==> config.mk <==
export PLATFORM = sky130hd
export DESIGN_NAME = wb_cmd_master
export DESIGN_NICKNAME = d
export VERILOG_FILES = /design/src/rtl/wb_cmd_master.sv
export SDC_FILE = /design/constraint.sdc
export NUM_CORES = 1
export LEC_CHECK = 0
export CAP_MARGIN = 20
export CORE_UTILIZATION = 37
export CTS_CLUSTER_SIZE = 28
export DETAILED_ROUTE_END_ITERATION = 6
export PLACE_DENSITY = 0.82
export SLEW_MARGIN = 20
export SYNTH_ARGS = -nofsm -noshare
export SYNTH_HDL_FRONTEND = slang
export SYNTH_SLANG_ARGS = --single-unit
==> constraint.sdc <==
create_clock -name i_clk -period 4.4 [get_ports i_clk]
set_clock_uncertainty 0.15 [all_clocks]
set_input_delay 1.1 -clock i_clk [delete_from_list [all_inputs] [get_ports i_clk]]
set_output_delay 1.1 -clock i_clk [all_outputs]
set_load 0.005 [all_outputs]
==> src/rtl/wb_cmd_master.sv <==
// ============================================================================
// wb_cmd_master : single-outstanding Wishbone classic initiator with
//                 valid/ready command/response channels and ack timeout.
// Revision 1.0
// ============================================================================
`default_nettype none

module wb_cmd_master #(
  parameter int ADDR_W  = 32,
  parameter int DATA_W  = 32,
  parameter int TIMEOUT = 255
) (
  input  logic                i_clk,
  input  logic                i_rst,
  input  logic                cmd_valid_i,
  output logic                cmd_ready_o,
  input  logic                cmd_we_i,
  input  logic [ADDR_W-1:0]   cmd_adr_i,
  input  logic [DATA_W-1:0]   cmd_dat_i,
  input  logic [DATA_W/8-1:0] cmd_sel_i,
  output logic                rsp_valid_o,
  input  logic                rsp_ready_i,
  output logic [DATA_W-1:0]   rsp_dat_o,
  output logic                rsp_err_o,
  output logic [ADDR_W-1:0]   wb_adr_o,
  output logic [DATA_W-1:0]   wb_dat_o,
  input  logic [DATA_W-1:0]   wb_dat_i,
  output logic                wb_we_o,
  output logic [DATA_W/8-1:0] wb_sel_o,
  output logic                wb_cyc_o,
  output logic                wb_stb_o,
  input  logic                wb_ack_i,
  input  logic                wb_err_i,
  output logic                busy_o
);

  localparam int SEL_W = DATA_W / 8;
  localparam int CNT_W = (TIMEOUT > 0) ? $clog2(TIMEOUT + 1) : 1;
  localparam logic [CNT_W-1:0] CNT_LAST = CNT_W'((TIMEOUT > 0) ? TIMEOUT - 1 : 0);
  localparam bit TO_EN = (TIMEOUT != 0);

  typedef enum logic [1:0] {
    S_IDLE = 2'd0,
    S_BUS  = 2'd1,
    S_RESP = 2'd2
  } state_e;

  state_e              state_q, state_d;
  logic                rdy_q, rdy_d;
  logic                cyc_q, cyc_d;
  logic                we_q, we_d;
  logic [ADDR_W-1:0]   adr_q, adr_d;
  logic [DATA_W-1:0]   dat_q, dat_d;
  logic [SEL_W-1:0]    sel_q, sel_d;
  logic [CNT_W-1:0]    cnt_q, cnt_d;
  logic                rsp_valid_q, rsp_valid_d;
  logic [DATA_W-1:0]   rsp_dat_q, rsp_dat_d;
  logic                rsp_err_q, rsp_err_d;
  logic                done;

  always_comb begin
    state_d     = state_q;
    rdy_d       = rdy_q;
    cyc_d       = cyc_q;
    we_d        = we_q;
    adr_d       = adr_q;
    dat_d       = dat_q;
    sel_d       = sel_q;
    cnt_d       = cnt_q;
    rsp_valid_d = rsp_valid_q;
    rsp_dat_d   = rsp_dat_q;
    rsp_err_d   = rsp_err_q;
    done        = 1'b0;

    case (state_q)
      S_IDLE: begin
        // ready comes up one edge after reset release
        rdy_d = 1'b1;
        if (cmd_valid_i && rdy_q) begin
          we_d    = cmd_we_i;
          adr_d   = cmd_adr_i;
          dat_d   = cmd_dat_i;
          sel_d   = cmd_sel_i;
          cyc_d   = 1'b1;
          cnt_d   = '0;
          rdy_d   = 1'b0;
          state_d = S_BUS;
        end
      end
      S_BUS: begin
        if (wb_err_i) begin
          rsp_err_d = 1'b1;
          rsp_dat_d = '0;
          done      = 1'b1;
        end else if (wb_ack_i) begin
          rsp_err_d = 1'b0;
          rsp_dat_d = we_q ? '0 : wb_dat_i;
          done      = 1'b1;
        end else if (TO_EN && (cnt_q == CNT_LAST)) begin
          rsp_err_d = 1'b1;
          rsp_dat_d = '0;
          done      = 1'b1;
        end else if (cnt_q != {CNT_W{1'b1}}) begin
          cnt_d = cnt_q + 1'b1;
        end
        if (done) begin
          cyc_d       = 1'b0;
          rsp_valid_d = 1'b1;
          state_d     = S_RESP;
        end
      end
      S_RESP: begin
        if (rsp_ready_i) begin
          rsp_valid_d = 1'b0;
          rdy_d       = 1'b1;
          state_d     = S_IDLE;
        end
      end
      default: begin
        state_d = S_IDLE;
      end
    endcase
  end

  always_ff @(posedge i_clk or posedge i_rst) begin
    if (i_rst) begin
      state_q     <= S_IDLE;
      rdy_q       <= 1'b0;
      cyc_q       <= 1'b0;
      we_q        <= 1'b0;
      adr_q       <= '0;
      dat_q       <= '0;
      sel_q       <= '0;
      cnt_q       <= '0;
      rsp_valid_q <= 1'b0;
      rsp_dat_q   <= '0;
      rsp_err_q   <= 1'b0;
    end else begin
      state_q     <= state_d;
      rdy_q       <= rdy_d;
      cyc_q       <= cyc_d;
      we_q        <= we_d;
      adr_q       <= adr_d;
      dat_q       <= dat_d;
      sel_q       <= sel_d;
      cnt_q       <= cnt_d;
      rsp_valid_q <= rsp_valid_d;
      rsp_dat_q   <= rsp_dat_d;
      rsp_err_q   <= rsp_err_d;
    end
  end

  assign cmd_ready_o = rdy_q;
  assign rsp_valid_o = rsp_valid_q;
  assign rsp_dat_o   = rsp_dat_q;
  assign rsp_err_o   = rsp_err_q;
  assign wb_adr_o    = adr_q;
  assign wb_dat_o    = dat_q;
  assign wb_we_o     = we_q;
  assign wb_sel_o    = sel_q;
  assign wb_cyc_o    = cyc_q;
  assign wb_stb_o    = cyc_q;
  assign busy_o      = (state_q != S_IDLE);

endmodule

`default_nettype wire

Word-level counts from Yosys, hierarchy flattened:

Cells that the tools add are included.

* $add $sub $neg: 1
* reductions and logical operators: 14
* equality and inequality tests: 11
* multiplexer cells: 30

Operator list (count)
* 32-bit two-way mux: 4
* 8-bit two-way mux: 5
* 8-bit case mux with 2 select lines: 1
* 2-bit != test (second input constant): 7
* 1-bit two-way mux: 13
* 3-bit AND reduction: 3
* 8-bit by 1-bit adder with 8-bit output (second input constant): 1
* 8-bit equality test (second input constant): 1
* 8-bit != test (second input constant): 1
* 2-bit nonzero test: 4
* 2-bit two-way mux: 3
* 1-bit case mux with 2 select lines: 3
* 2-bit case mux with 3 select lines: 1
* 2-bit AND reduction: 3
* 6-bit AND reduction: 1
* 3-bit nonzero test: 1
* 2-bit by 1-bit equality test with 1-bit output (second input constant): 1
* 2-bit equality test (second input constant): 1
* 2-bit logical NOT: 1
* 1-bit logical AND: 1

* output and inout bits: 107
* logic and storage cells: 67
* flip-flop bits (word level): 115
* input bits: 107

Longest topological paths before layout:

Gate-level depths: netlist of run 1.

* word-level depth: 7
* gate-level depth with buffers: 7
* gate-level depth less buffers: 6

Least setup slack after synthesis of run 1:

No wires, ideal clock.

* kind: input-to-reg
* from: in wb_err_i
* to: reg cnt_q[7]
* data required time: 4172 ps
* setup slack: 2120 ps
* buffers on the path: 0
* arrival: 2052 ps
* stages on the path: 4
* path through: nor2_1 o211ai_2 or4_1 a21oi_1

* longest elaborated chain between the ends: 2

Ends and longest elaborated chain
* from (decl): RTL line 33 `input logic wb_err_i,`
* 2-bit != test (no line)
* 6-bit AND reduction (no line)
* to (signal assigned): RTL line 146 `cnt_q <= cnt_d;`
* to (decl): RTL line 55 `logic [CNT_W-1:0] cnt_q, cnt_d;`

No other way between the ends.
A chain may end at the register's enable or synchronous reset.

Final worst setup path of run 1:

* from: in cmd_valid_i
* to: reg dat_q[5] (netlist: wb_dat_o[5])

* longest elaborated chain between the ends: 2

Ends and longest elaborated chain
* from (decl): RTL line 15 `input logic cmd_valid_i,`
* 1-bit logical AND: RTL line 79 `if (cmd_valid_i && rdy_q) begin`
* 2-bit AND reduction (no line)
* to (signal assigned): RTL line 144 `dat_q <= dat_d;`
* to (decl): RTL line 53 `logic [DATA_W-1:0] dat_q, dat_d;`

No other way between the ends.

==> results_dict.tcl, run 1 <==
set metrics [dict create \
    postSynthAreaPerCell_um2 9.950 \
    cp_data_required_time_ns 4.54 \
    slew_headroom 0.4196 \
    io_buffers 213 \
    overflow 0 \
    grtUsageTotal 0.2203 \
    pin_count 214 \
    ys_types 31 \
    post_cts_resize_count 0 \
    maxSlewViolCount 0 \
    clock-root-buffer "clkbuf_16" \
    syn-cell-area_um2 4408 \
    synthMuxAreaShare 0.002271 \
    vias 3995 \
    antenna_found_initial 0 \
    drive_gt1_frac 0.05821 \
    syn-num-nets 552 \
    clk_latency_ns 0.41 \
    rsz0062_at_grt "false" \
    cpMostUsedCell "nand2_1" \
    start_util 0.3828 \
    violations "design-rule violations" \
    crit_type "input pin to flip-flop" \
    critical-path-slowest-cell "nand3_2" \
    synth-seq-cells 115 \
    powerDensity_nw_per_um2 715.7 \
    cpLargestDelayFamily "buffers and inverters" \
    layout.cells.most_common "nand2_1" \
    cts_inserted_buffers 17 \
    fin_ws_ns 1.547 \
    hold_viol_final 0 \
    gp_congestion 0.7901 \
    fp.dieH_um 111.2 \
    endpoint_kind "flip-flop" \
    nets 767 \
    die_w_um 111.2 \
    crit_path_start_kind "input pin" \
    cp_num_buf_inv 2 \
    setup_tns_ns 0 \
    cts_tree "yes" \
    viasPerCell 4.914 \
    cp.depth 5 \
    drt_first_iter_violations 245 \
    critPathLaunch "cmd_valid_i" \
    wl_um 12660 \
    htree_levels 4 \
    grt_max_degree 65 \
    worstHoldStart "wb_dat_o[18]$_DFFE_PP0P_" \
    yosys.area_share.simple 0.2152 \
    synth-xor-area-share 0 \
    netlist.area_leader.share 0.6529 \
    dp_cells 782 \
    synth_area_leaders "dfrtp_1 65%, nand2_1 18%, a22o_1 6.4%" \
    setup_viol 0 \
    grt_pass1_wl_um 21050 \
    fmax_mhz 350.5 \
    dpl.hpwl_um 8641 \
    yosys.area_share.adder 0.005677 \
    grt_pass1_vias 4196 \
    arrival_ns 3.00 \
    synth-compound-area-share 0.09764 \
    clk_pin_slew_worst_paths_ns 0.05 \
    min_path_type "flip-flop to flip-flop" \
    synth_top_family_by_area "simple AND/OR/NAND/NOR gates" \
    syn-instance-count 443 \
    ys_seq_area_frac 0.6529 \
    hold_buffers 0 \
    syn_to_final_growth_pct 65.57 \
    postCtsSetupBuffers 0 \
    cp_max_fo 42 \
    r2r_cells 5 \
    wl_per_cell_um 15.57 \
    maxCapViolations 0 \
    layout_common_cells "215 x nand2_1, 213 x clkdlybuf4s50_1, 115 x dfrtp_1" \
    finalWorstPathRequiredPeriod_ns 2.853 \
    crit_chain "clkdlybuf4s50_1 -> nand3_2 -> buf_4 -> nand2_1 -> nand2_1" \
    drc 34 \
    rows 39 \
    dieArea_um2 12350 \
    yosysWarnings 0 \
    core_um2 11520 \
    max_stage_delay_ns 0.67 \
    antenna_cells 0 \
    worst_pin_slew_ns 0.8696 \
    p_leak_nw 3.482 \
    cts.sinks 115 \
    clk_path_buf_depth 2 \
    place_ws_ns 1.124 \
    fin_crit_sh 0.6485 \
    status "finished with violations" \
    yosys.area.top_type "dfrtp_1" \
    peakVddDrop_mv 0.4005 \
    r2r_start "state_q[0]$_DFFE_PP0P_" \
    ant_nets 0 \
    nFillCells 895 \
    stdcell_count 813 \
    drt_pass1_iterations 7 \
    whs_path_depth 2 \
]
per-layer routing:
metal | part of all wire | global-route usage
met1 | 0.40 | 0.2495
met2 | 0.48 | 0.3585
met3 | 0.089 | 0.08420
met4 | 0.030 | 0.1225
met5 | 0 | 0
final timing paths:
kind,endpoint,slack [ns]
setup / recovery,wb_dat_o[5]$_DFFE_PP0P_,1.55
hold / removal,wb_dat_o[18]$_DFFE_PP0P_,0.32
setup reg to reg,wb_dat_o[5]$_DFFE_PP0P_,2.07
hold reg to reg,wb_dat_o[18]$_DFFE_PP0P_,0.32
max in group asynchronous,wb_adr_o[7]$_DFFE_PP0P_,2.30
min in group asynchronous,wb_adr_o[15]$_DFFE_PP0P_,1.06
layout make-up:
class	count	area, µm²	share of cell area
clock buffers	28	536.8	0.07355
clock inverters	3	65.06	0.008915
inverters	6	25.02	0.003429
multi-input cells	299	1425	0.1953
flip-flops and latches	115	2878	0.3943
well taps	143	178.9	0.02452
repair buffers	219	2190	0.3000
power by group:
group | total [mW] | switching (mW) | internal, mW | leakage (nW)
registers | 1.85 | 0.305 | 1.55 | 1.47
logic | 1.99 | 0.814 | 1.18 | 1.71
clock network | 1.38 | 0.442 | 0.934 | 0.297
total | 5.22 | 1.56 | 3.66 | 3.48
worst reg2reg max path, stage by stage, from the launching register on:
cell	delay [ns]
dfrtp_1	0.41
nor2_1	0.22
nand3_2	0.70
buf_4	0.54
nand2_1	0.13
nand2_1	0.07
Yosys cell counts:
cell type    n
a22o_1      32
a31oi_1      2
o211ai_1     1
nand4_1      1
nor2b_1      1
clkbuf_1    18
and2b_1      1
nor2_1       4
a21oi_1      9
nand4_2      1
buf_4        1
or2_0        1
buf_2        3
nand3_1      8
o21ai_1      1
ha_1         2
nand2_1    215
dfrtp_1    115
or4_1        2
o21a_1       2
o211a_1      1
and4_1       1
buf_1        1
mux2i_1      1
and3_1       1
nand2b_1     2
nor3_1       1
o21ai_0      7
o211ai_2     1
inv_1        6
o31ai_1      1
kinds of logic after synthesis:
kind of cell	count (synthesis)
AND/OR/NAND/NOR	239
flip-flops	115
AO/OA/AOI/OAI	57
buffers and inverters	29
adder cells (fa/ha/maj)	2
multiplexers	1
through the flow:
stage | cell area, µm² | utilization | total power, mW | hold slack [ns]
3_5_place_dp | 6696 | 0.5815 | 3.848 | 0.3113
6_report | 7298 | 0.6337 | 5.223 | 0.3189
2_1_floorplan | 4408 | - | 2.551 | 0.3197
3_3_place_gp | 6696 | 0.5815 | 3.773 | 0.3082
5_1_grt | 7298 | 0.6337 | 5.552 | 0.3418
4_1_cts | 7298 | 0.6337 | 5.282 | 0.3238
flip-flops by register name, indices dropped and copies added (netlist names):
register	cells
cmd_ready_o	1
wb_adr_o	32
wb_cyc_o	1
rsp_dat_o	32
cnt_q	8
rsp_err_o	1
wb_we_o	1
state_q	2
wb_sel_o	4
rsp_valid_o	1
wb_dat_o	32
No activity file was read; power rests on OpenSTA's default activity.
==> run 2: changes to the inputs <==
CORE_UTILIZATION = 41   (was 37)
PLACE_DENSITY = 0.86   (was 0.82)
clock period = 2.9 ns   (was 4.4 ns; I/O delays follow)
==> run 2 against run 1 <==
Effect of this change: the flow now finishes without violations; core utilization is 6.8 points higher; hold slack better by 0.0013 ns; routed wire length is 0.23% higher; final cell count is 0.74% lower; first-iteration DRC count is 13% lower; global-route usage is 1.9 points higher; sequential share of layout area is 0.11 points higher; via count is 0.23% lower; sequential power is 52% higher; critical path type is now flip-flop to output pin; largest cell class unchanged.
==> results_dict.tcl, run 2 (synthesis gave the netlist of run 1 again) <==
set metrics [dict create \
    setup_tns_ns 0 \
    crit_type "flip-flop to output pin" \
    critPathLaunch "state_q[0]$_DFFE_PP0P_" \
    cp_data_required_time_ns 2.03 \
    hold_buffers 0 \
    rows 37 \
    min_path_type "flip-flop to flip-flop" \
    worst_pin_slew_ns 0.6410 \
    r2r_end "cnt_q[7]$_DFFE_PP0P_" \
    status "completed" \
    viasPerCell 4.939 \
    crit_path_end "busy_o" \
    antenna_found_initial 0 \
    dpl.hpwl_um 8595 \
    post_cts_resize_count 0 \
    cts_tree "yes" \
    worstHoldStart "wb_dat_o[11]$_DFFE_PP0P_" \
    fin_ws_ns 0.3008 \
    antenna_cells 0 \
    grt_pass1_vias 4122 \
    finalWorstPathRequiredPeriod_ns 2.599 \
    rsz0062_at_grt "false" \
    cts_inserted_buffers 17 \
    ant_nets 0 \
    rrSetupSlack_ns 0.81 \
    grtUsageTotal 0.2394 \
    drc 0 \
    fmax_mhz 384.7 \
    maxSlewViolCount 0 \
    layout.cells.most_common "nand2_1" \
    hold-worst-slack_ns 0.3203 \
    place_ws_ns 0.3500 \
    clock-root-buffer "clkbuf_8" \
    peakVddDrop_mv 0.5448 \
    dp_cells 775 \
    vias 3986 \
    wl_per_cell_um 15.72 \
    nets 767 \
    gp_congestion 0.8338 \
    drt_pass1_iterations 6 \
    arrival_ns 1.72 \
    die_w_um 105.7 \
    drive_gt1_frac 0.06557 \
    io_buffers 213 \
    r2r_cells 5 \
    overflow 0 \
    grt_max_degree 116 \
    dieArea_um2 11170 \
    finalPower_mw 7.850 \
    fin_crit_sh 0.8963 \
    grt_pass1_wl_um 20730 \
    start_util 0.4251 \
    pin_count 214 \
    crit_path_start_kind "flip-flop" \
    core_um2 10370 \
    cp_max_fo 6 \
    clk_pin_slew_worst_paths_ns 0.06 \
    stdcell_count 807 \
    postCtsSetupBuffers 0 \
    r2r_start "cnt_q[0]$_DFFE_PP0P_" \
    maxCapViolations 0 \
    layout_common_cells "215 x nand2_1, 213 x clkdlybuf4s50_1, 115 x dfrtp_1" \
    htree_levels 4 \
    syn_to_final_growth_pct 65.11 \
    hold_viol_final 0 \
    powerDensity_nw_per_um2 1079 \
    wl_um 12690 \
    clk_latency_ns 0.51 \
    endpoint_kind "output pin" \
    drt_first_iter_violations 212 \
    cts.sinks 115 \
    clk_path_buf_depth 2 \
    p_leak_nw 3.455 \
    fp.dieH_um 105.7 \
    slew_headroom 0.5726 \
    setup_viol 0 \
]
[run 2: worst min-delay path by stage]
| stage | end | slack, ns | depth (start not counted) |
|---|---|---|---|
| 4_1_cts | wb_dat_o[11]$_DFFE_PP0P_ | 0.33 | 2 |
| 6_report | wb_dat_o[11]$_DFFE_PP0P_ | 0.32 | 2 |
| 3_3_place_gp | wb_dat_o[7]$_DFFE_PP0P_ | 0.31 | 2 |
| 2_1_floorplan | wb_adr_o[0]$_DFFE_PP0P_ | 0.32 | 2 |
| 3_5_place_dp | wb_dat_o[17]$_DFFE_PP0P_ | 0.31 | 2 |
| 5_1_grt | wb_adr_o[1]$_DFFE_PP0P_ | 0.35 | 2 |
[run 2: routing by layer]
layer  vias up  GRT usage  part of all wire
met5         -          0                 0
met4         0    0.09028             0.017
met3        22    0.08225             0.086
met2       184     0.3982              0.49
met1      1910     0.2862              0.40
li1       1870          -                 -
[run 2: power by group]
part	total (mW)	switching, mW	leakage [nW]	internal [mW]
Clock	2.00	0.737	0.272	1.26
Combinational	3.03	1.23	1.71	1.80
Sequential	2.82	0.468	1.47	2.35
[run 2: cell type report]
| cell class | instances | area (µm²) |
|---|---|---|
| timing repair buffer | 219 | 2202 |
| fill | 770 | 3092 |
| inverter | 6 | 26.28 |
| tap | 136 | 170.2 |
| clock buffer | 19 | 441.7 |
| clock inverter | 13 | 135.1 |
| multi-input combinational | 299 | 1425 |
| sequential | 115 | 2878 |
[run 2: critical path: stages (launching register included)]
cell and delay (ns):
dfrtp_1 0.43, nor2_1 0.23, inv_1 0.11, clkdlybuf4s50_1 0.46
[run 2: per-stage QoR]
step,utilization,area [µm²]
after floorplan,-,4412
after global placement,0.6462,6701
after detailed placement,0.6462,6701
after CTS,0.7019,7278
after global routing,0.7019,7278
final,0.7019,7278
